<file path="config.mk">
export PLATFORM = sky130hd
export DESIGN_NAME = bec_wb_regs
export DESIGN_NICKNAME = d
export VERILOG_FILES = /design/src/rtl/bec_wb_regs.sv
export SDC_FILE = /design/constraint.sdc
export NUM_CORES = 1
export LEC_CHECK = 0
export CAP_MARGIN = 5
export CORE_AREA = 2 2 231 233
export CTS_BUF_LIST = sky130_fd_sc_hd__clkbuf_8
export CTS_CLUSTER_SIZE = 40
export DETAILED_ROUTE_END_ITERATION = 16
export DIE_AREA = 0 0 233 235
export PLACE_DENSITY_LB_ADDON = 0.2
export SETUP_SLACK_MARGIN = 0.05
export SYNTH_ARGS = -nofsm -noshare
export SYNTH_HDL_FRONTEND = slang
export SYNTH_SLANG_ARGS = --single-unit
</file>
<file path="constraint.sdc">
create_clock -name wb_clk_i -period 7.1 [get_ports wb_clk_i]
set_clock_uncertainty 0.15 [all_clocks]
set_input_delay 1.065 -clock wb_clk_i [delete_from_list [all_inputs] [get_ports wb_clk_i]]
set_output_delay 1.065 -clock wb_clk_i [all_outputs]
set_load 0.03 [all_outputs]
</file>
<file path="src/rtl/bec_wb_regs.sv">
// Wishbone classic register window for the BEC point-multiplication core.
// Holds the key/point operands, launches and aborts runs, captures the
// result and supervises each run with a busy-cycle timeout.
module bec_wb_regs #(
  parameter logic [31:0] BASE_ADDR   = 32'h3000_0000,
  parameter int unsigned TIMEOUT_CYC = 65535
) (
  input  logic         wb_clk_i,
  input  logic         wb_rst_ni,
  input  logic         wbs_cyc_i,
  input  logic         wbs_stb_i,
  input  logic         wbs_we_i,
  input  logic [3:0]   wbs_sel_i,
  input  logic [31:0]  wbs_adr_i,
  input  logic [31:0]  wbs_dat_i,
  output logic         wbs_ack_o,
  output logic [31:0]  wbs_dat_o,
  output logic         irq_o,
  output logic         core_start_o,
  output logic         core_abort_o,
  output logic [162:0] core_key_o,
  output logic [162:0] core_pt_o,
  input  logic         core_done_i,
  input  logic [162:0] core_res_i
);

  localparam logic [31:0] TO_LAST = 32'(TIMEOUT_CYC - 1);
  localparam bit          TO_EN   = (TIMEOUT_CYC != 0);

  logic         ack_q, ack_d;
  logic [31:0]  dat_q, dat_d;
  logic         start_q, start_d;
  logic         abort_q, abort_d;
  logic         irq_en_q, irq_en_d;
  logic         busy_q, busy_d;
  logic         done_q, done_d;
  logic         err_q, err_d;
  logic         tout_q, tout_d;
  logic [31:0]  cnt_q, cnt_d;
  logic [162:0] key_q, key_d;
  logic [162:0] pt_q, pt_d;
  logic [162:0] res_q, res_d;

  logic         in_win, acc, wr;
  logic [5:0]   off;
  logic         hit_key, hit_pt, hit_res;
  logic [2:0]   kidx, pidx, ridx;
  logic [31:0]  wmask, rdata;
  logic         start_w, abort_w;
  logic         unused_adr;

  assign in_win     = (wbs_adr_i[31:8] == BASE_ADDR[31:8]);
  assign acc        = wbs_cyc_i & wbs_stb_i & ~ack_q & in_win;
  assign wr         = acc & wbs_we_i;
  assign off        = wbs_adr_i[7:2];
  assign unused_adr = ^wbs_adr_i[1:0];

  assign hit_key = (off >= 6'd4)  && (off <= 6'd9);
  assign hit_pt  = (off >= 6'd12) && (off <= 6'd17);
  assign hit_res = (off >= 6'd20) && (off <= 6'd25);
  assign kidx    = 3'(off - 6'd4);
  assign pidx    = 3'(off - 6'd12);
  assign ridx    = 3'(off - 6'd20);

  assign wmask = {{8{wbs_sel_i[3]}}, {8{wbs_sel_i[2]}},
                  {8{wbs_sel_i[1]}}, {8{wbs_sel_i[0]}}};

  assign start_w = wr && (off == 6'd0) && wbs_sel_i[0] && wbs_dat_i[0];
  assign abort_w = wr && (off == 6'd0) && wbs_sel_i[0] && wbs_dat_i[2];

  // Word 5 of each 163-bit operand carries only bits 162:160.
  function automatic logic [31:0] word_of(input logic [162:0] v, input logic [2:0] i);
    logic [31:0] w;
    case (i)
      3'd0:    w = v[31:0];
      3'd1:    w = v[63:32];
      3'd2:    w = v[95:64];
      3'd3:    w = v[127:96];
      3'd4:    w = v[159:128];
      default: w = {29'b0, v[162:160]};
    endcase
    return w;
  endfunction

  function automatic logic [162:0] put_word(input logic [162:0] v, input logic [2:0] i,
                                            input logic [31:0] d, input logic [31:0] m);
    logic [162:0] r;
    r = v;
    case (i)
      3'd0:    r[31:0]    = (v[31:0]    & ~m) | (d & m);
      3'd1:    r[63:32]   = (v[63:32]   & ~m) | (d & m);
      3'd2:    r[95:64]   = (v[95:64]   & ~m) | (d & m);
      3'd3:    r[127:96]  = (v[127:96]  & ~m) | (d & m);
      3'd4:    r[159:128] = (v[159:128] & ~m) | (d & m);
      3'd5:    r[162:160] = (v[162:160] & ~m[2:0]) | (d[2:0] & m[2:0]);
      default: r = v;
    endcase
    return r;
  endfunction

  // Read mux over the register map; unmapped offsets read zero.
  always_comb begin
    rdata = '0;
    if (off == 6'd0)      rdata = {30'b0, irq_en_q, 1'b0};
    else if (off == 6'd1) rdata = {28'b0, tout_q, err_q, done_q, busy_q};
    else if (hit_key)     rdata = word_of(key_q, kidx);
    else if (hit_pt)      rdata = word_of(pt_q, pidx);
    else if (hit_res)     rdata = word_of(res_q, ridx);
  end

  // Next-state: bus response, register writes, run control and timeout.
  always_comb begin
    ack_d    = acc;
    dat_d    = (acc && !wbs_we_i) ? rdata : '0;
    start_d  = 1'b0;
    abort_d  = 1'b0;
    irq_en_d = irq_en_q;
    busy_d   = busy_q;
    done_d   = done_q;
    err_d    = err_q;
    tout_d   = tout_q;
    cnt_d    = busy_q ? cnt_q + 32'd1 : cnt_q;
    key_d    = key_q;
    pt_d     = pt_q;
    res_d    = res_q;

    if (wr && (off == 6'd0) && wbs_sel_i[0]) irq_en_d = wbs_dat_i[1];

    if (wr && (off == 6'd1)) begin
      if (wbs_dat_i[1]) done_d = 1'b0;
      if (wbs_dat_i[2]) err_d  = 1'b0;
      if (wbs_dat_i[3]) tout_d = 1'b0;
    end

    if (wr && hit_key) begin
      if (busy_q) err_d = 1'b1;
      else        key_d = put_word(key_q, kidx, wbs_dat_i, wmask);
    end

    if (wr && hit_pt) begin
      if (busy_q) err_d = 1'b1;
      else        pt_d  = put_word(pt_q, pidx, wbs_dat_i, wmask);
    end

    // Flag sets come after the W1C clears so a coincident set wins;
    // done beats abort and timeout within the same cycle.
    if (busy_q) begin
      if (start_w) err_d = 1'b1;
      if (core_done_i) begin
        res_d  = core_res_i;
        busy_d = 1'b0;
        done_d = 1'b1;
      end else if (abort_w) begin
        abort_d = 1'b1;
        busy_d  = 1'b0;
      end else if (TO_EN && (cnt_q == TO_LAST)) begin
        abort_d = 1'b1;
        busy_d  = 1'b0;
        tout_d  = 1'b1;
      end
    end else if (start_w) begin
      start_d = 1'b1;
      busy_d  = 1'b1;
      done_d  = 1'b0;
      err_d   = 1'b0;
      tout_d  = 1'b0;
      cnt_d   = '0;
    end
  end

  // State registers with asynchronous active-low reset.
  always_ff @(posedge wb_clk_i or negedge wb_rst_ni) begin
    if (!wb_rst_ni) begin
      ack_q    <= 1'b0;
      dat_q    <= '0;
      start_q  <= 1'b0;
      abort_q  <= 1'b0;
      irq_en_q <= 1'b0;
      busy_q   <= 1'b0;
      done_q   <= 1'b0;
      err_q    <= 1'b0;
      tout_q   <= 1'b0;
      cnt_q    <= '0;
      key_q    <= '0;
      pt_q     <= '0;
      res_q    <= '0;
    end else begin
      ack_q    <= ack_d;
      dat_q    <= dat_d;
      start_q  <= start_d;
      abort_q  <= abort_d;
      irq_en_q <= irq_en_d;
      busy_q   <= busy_d;
      done_q   <= done_d;
      err_q    <= err_d;
      tout_q   <= tout_d;
      cnt_q    <= cnt_d;
      key_q    <= key_d;
      pt_q     <= pt_d;
      res_q    <= res_d;
    end
  end

  assign wbs_ack_o    = ack_q;
  assign wbs_dat_o    = dat_q;
  assign irq_o        = done_q & irq_en_q;
  assign core_start_o = start_q;
  assign core_abort_o = abort_q;
  assign core_key_o   = key_q;
  assign core_pt_o    = pt_q;

endmodule

</file>
==> impl_metrics.csv <==
group,metric,value,unit
outcome,status,"finished, final reports clean",
yosys,synth_fa_ha_area_share,0.0971,%
yosys,synth_edf_count,0,
detailed_routing,drcViolationCount,0,
clock_tree,cts-htree-levels,3,
timing,period_share,59.7,%
clock_tree,cts.sinks,561,
detailed_routing,ant_nets,0,
power_and_ir_drop,p_int,5.05,mW
yosys,synthArstFlopShare,100,%
clock_tree,clockBufferDepth,3,
yosys,ys_types,66,
grt,antenna_found_initial,9,
yosys,synth.most_common_cell,"dfrtp_1",
clock_tree,clkSlewWorstSetupHoldPaths,0.06,ns
yosys,netlist_area,25800,µm²
yosys,synth.area.top_cells,"dfrtp_1 (54%), mux2_2 (20%), mux2i_1 (3.8%)",
timing,rsz0062_at_grt,"false",
die,rows,84,
timing,setup_slack,2.86,ns
detailed_routing,vias,19900,
grt,met1_usage,42.2,%
worst_setup_path,crit_fanout,62,
power_and_ir_drop,vdd_drop_max,0.147,mV
clock_tree,post_cts_resized,0,
timing,setup_violations,0,
power_and_ir_drop,comb_power_share,5.9,%
grt,grt_pass1_wl,135,mm
placed_design,place_ws,2.10,ns
die,start_util,49.4,%
yosys,yosys.area.top_type,"dfrtp_1",
power_and_ir_drop,seqPwrFrac,48.1,%
timing,hold_viol_final,0,
timing,max_freq,0.236,GHz
detailed_routing,routed_via_density,5.90,
worst_setup_path,end_kind,"flip-flop",
finish,final_util,66.0,%
power_and_ir_drop,p_per_area,193,nW/µm²
finish,final-seq-area,14000,µm²
finish,multi_input_area,11300,µm²
clock_tree,tritoncts,"built",
yosys,yosysWarnings,0,
yosys,ys_seq_area_share,54.5,%
yosys,ys_seq_elements,561,
clock_tree,hold_buffers,0,
yosys,synthTopCellsByCount,"dfrtp_1 (561), mux2_2 (458), nor2_1 (115)",
job,drv_cap,0,
grt,use_met2,51.4,%
timing,layout_min_cycle_time,4.24,ns
yosys,synth.mux.area_fraction,26.1,%
power_and_ir_drop,leakage,15.5,nW
yosys,ys.flop_type,"dfrtp_1",
yosys,yosys.area_share.simple,7.00,%
clock_tree,numCtsBuffers,94,
placed_design,dp_hpwl,62.5,mm
clock_tree,clock_latency,0.69,ns
die,die_h,235,µm
worst_setup_path,worstPathRequired,7.52,ns
yosys,syn_avg_cell_area,12.9,µm²
die,die_w,233,µm
placed_design,place.gp.congestion,0.914,
die,core,52200,µm²
worst_setup_path,cp-start-kind,"primary input",
die,pin_count,599,
worst_setup_path,rrSetupSlack,3.97,ns
clock_tree,root_buffer,"clkbuf_8",
finish,nFillCells,3918,
timing,fin_setup_tns,0,ns
worst_setup_path,cp.arrival,4.66,ns
detailed_routing,drt-total-wl,91.3,mm
die,die_area,54800,µm²
detailed_routing,drtIter0Drc,1469,
timing,finalMaxSlewViolations,0,
timing,slew_headroom,13.7,%
power_and_ir_drop,power_switching,1.60,mW
yosys,synth_top_family_by_area,"multiplexers",
yosys,synth_top_area_share,54.5,%
grt,grt.total_usage,33.1,%
placed_design,io_buffer_count,596,
yosys,synth_compound_gate_area_share,9.41,%
power_and_ir_drop,switching_share,24.0,%
grt,use_met3,12.7,%
timing,worst_pin_slew,1.28,ns
finish,nets,2835,
worst_setup_path,crit_type,"in2reg",
grt,busiest_layer,"met2",
yosys,synthCells,1991,
yosys,synth_nets,2230,
grt,grt_max_degree,184,
clock_tree,post-cts-setup-buffers,0,
power_and_ir_drop,p_clk_share,46.0,%
hold_path,hold_class,"in2async",
detailed_routing,dr.pass1.iters,5,
grt,overflow,0,
finish,area_growth,33.8,%
grt,grt_pass1_vias,20700,
detailed_routing,wl_per_cell,27.1,µm
yosys,synth_xor_area_share,1.02,%
finish,drive_above_1_share,27.0,%
==> routing by layer <==
metal | vias up | share of wire [%] | wire length [µm]
met4 | 6 | 3.7 | 3380
met1 | 10200 | 39 | 35900
met5 | - | 0.043 | 39
met2 | 922 | 46 | 42200
li1 | 8574 | - | -
met3 | 212 | 11 | 9700
==> path summary, 6_finish.rpt <==
path                                  end    startpoint  cells past startpoint
worst max-delay path            flip-flop  wbs_adr_i[3]                      5
worst min-delay path            async pin     wb_rst_ni                      1
worst max register to register  flip-flop        busy_q                      6
worst min register to register  res_q[39]     res_q[39]                      1
max in group asynchronous       async pin     wb_rst_ni                      2
min in group wb_clk_i           res_q[39]     res_q[39]                      1
==> area by class of cell <==
type                            count  share of cell area (%)
Sequential cell                   561                    40.7
Multi-Input combinational cell   1310                    32.8
Timing Repair Buffer              620                    17.9
Clock buffer                      130                    5.19
Tap cell                          688                    2.50
Clock inverter                     46                   0.740
Inverter                            9                  0.0980
Antenna cell                        5                  0.0363
==> stage by stage <==
| stage | power [mW] | instance area (µm²) | instances | hold WS [ns] |
|---|---|---|---|---|
| global route | 6.87 | 34500 | 3367 | 0.186 |
| detailed placement | 3.65 | 32400 | 3188 | 0.343 |
| finish | 6.65 | 34500 | 3369 | 0.184 |
| floorplan | 3.36 | 25800 | 1991 | 0.324 |
| CTS | 6.69 | 34500 | 3364 | 0.164 |
| global placement | 3.64 | 32400 | 3188 | 0.335 |
==> kinds of logic after synthesis <==
family,after synthesis
AOI/OAI and AO/OA,368
muxes,596
DFF,561
and+or+nand+nor,314
buffers and inverters,120
adders and majority gates,2
xor gates and xnor gates,30
==> worst max-delay path, cell delays in order <==
cell	delay, ns
buf_6	0.52
and2_2	1.00
nand2b_1	0.84
nor2_2	0.78
mux2_2	0.41
==> power by group through the flow <==
stage	Combinational (mW)	Clock [mW]	Sequential, mW
finish	0.391	3.06	3.20
global route	0.418	3.25	3.20
CTS	0.393	3.10	3.20
detailed placement	0.391	0	3.26
global placement	0.386	0	3.26
floorplan	0.108	0	3.26
==> layout by cell type (no fill, tap or decap), types with 6 or more instances in the layout <==
cell,count
clkdlybuf4s50_1,592
nor4_1,11
mux2_1,18
mux2i_1,97
nor2_1,112
nand2_1,53
inv_1,34
o2bb2ai_1,8
nand4_1,10
mux2_2,458
mux4_2,7
mux2_4,16
nand3_1,32
a211oi_1,40
and4_1,6
a31oi_1,33
a21o_1,30
clkbuf_8,130
o21ai_0,72
nor2_4,20
nand4_4,6
buf_4,21
clkinv_2,14
nor2_2,18
dfrtp_1,561
xor2_1,25
a22o_1,13
a21oi_1,69
a22oi_1,73
No activity file was read; power rests on OpenSTA's default activity.
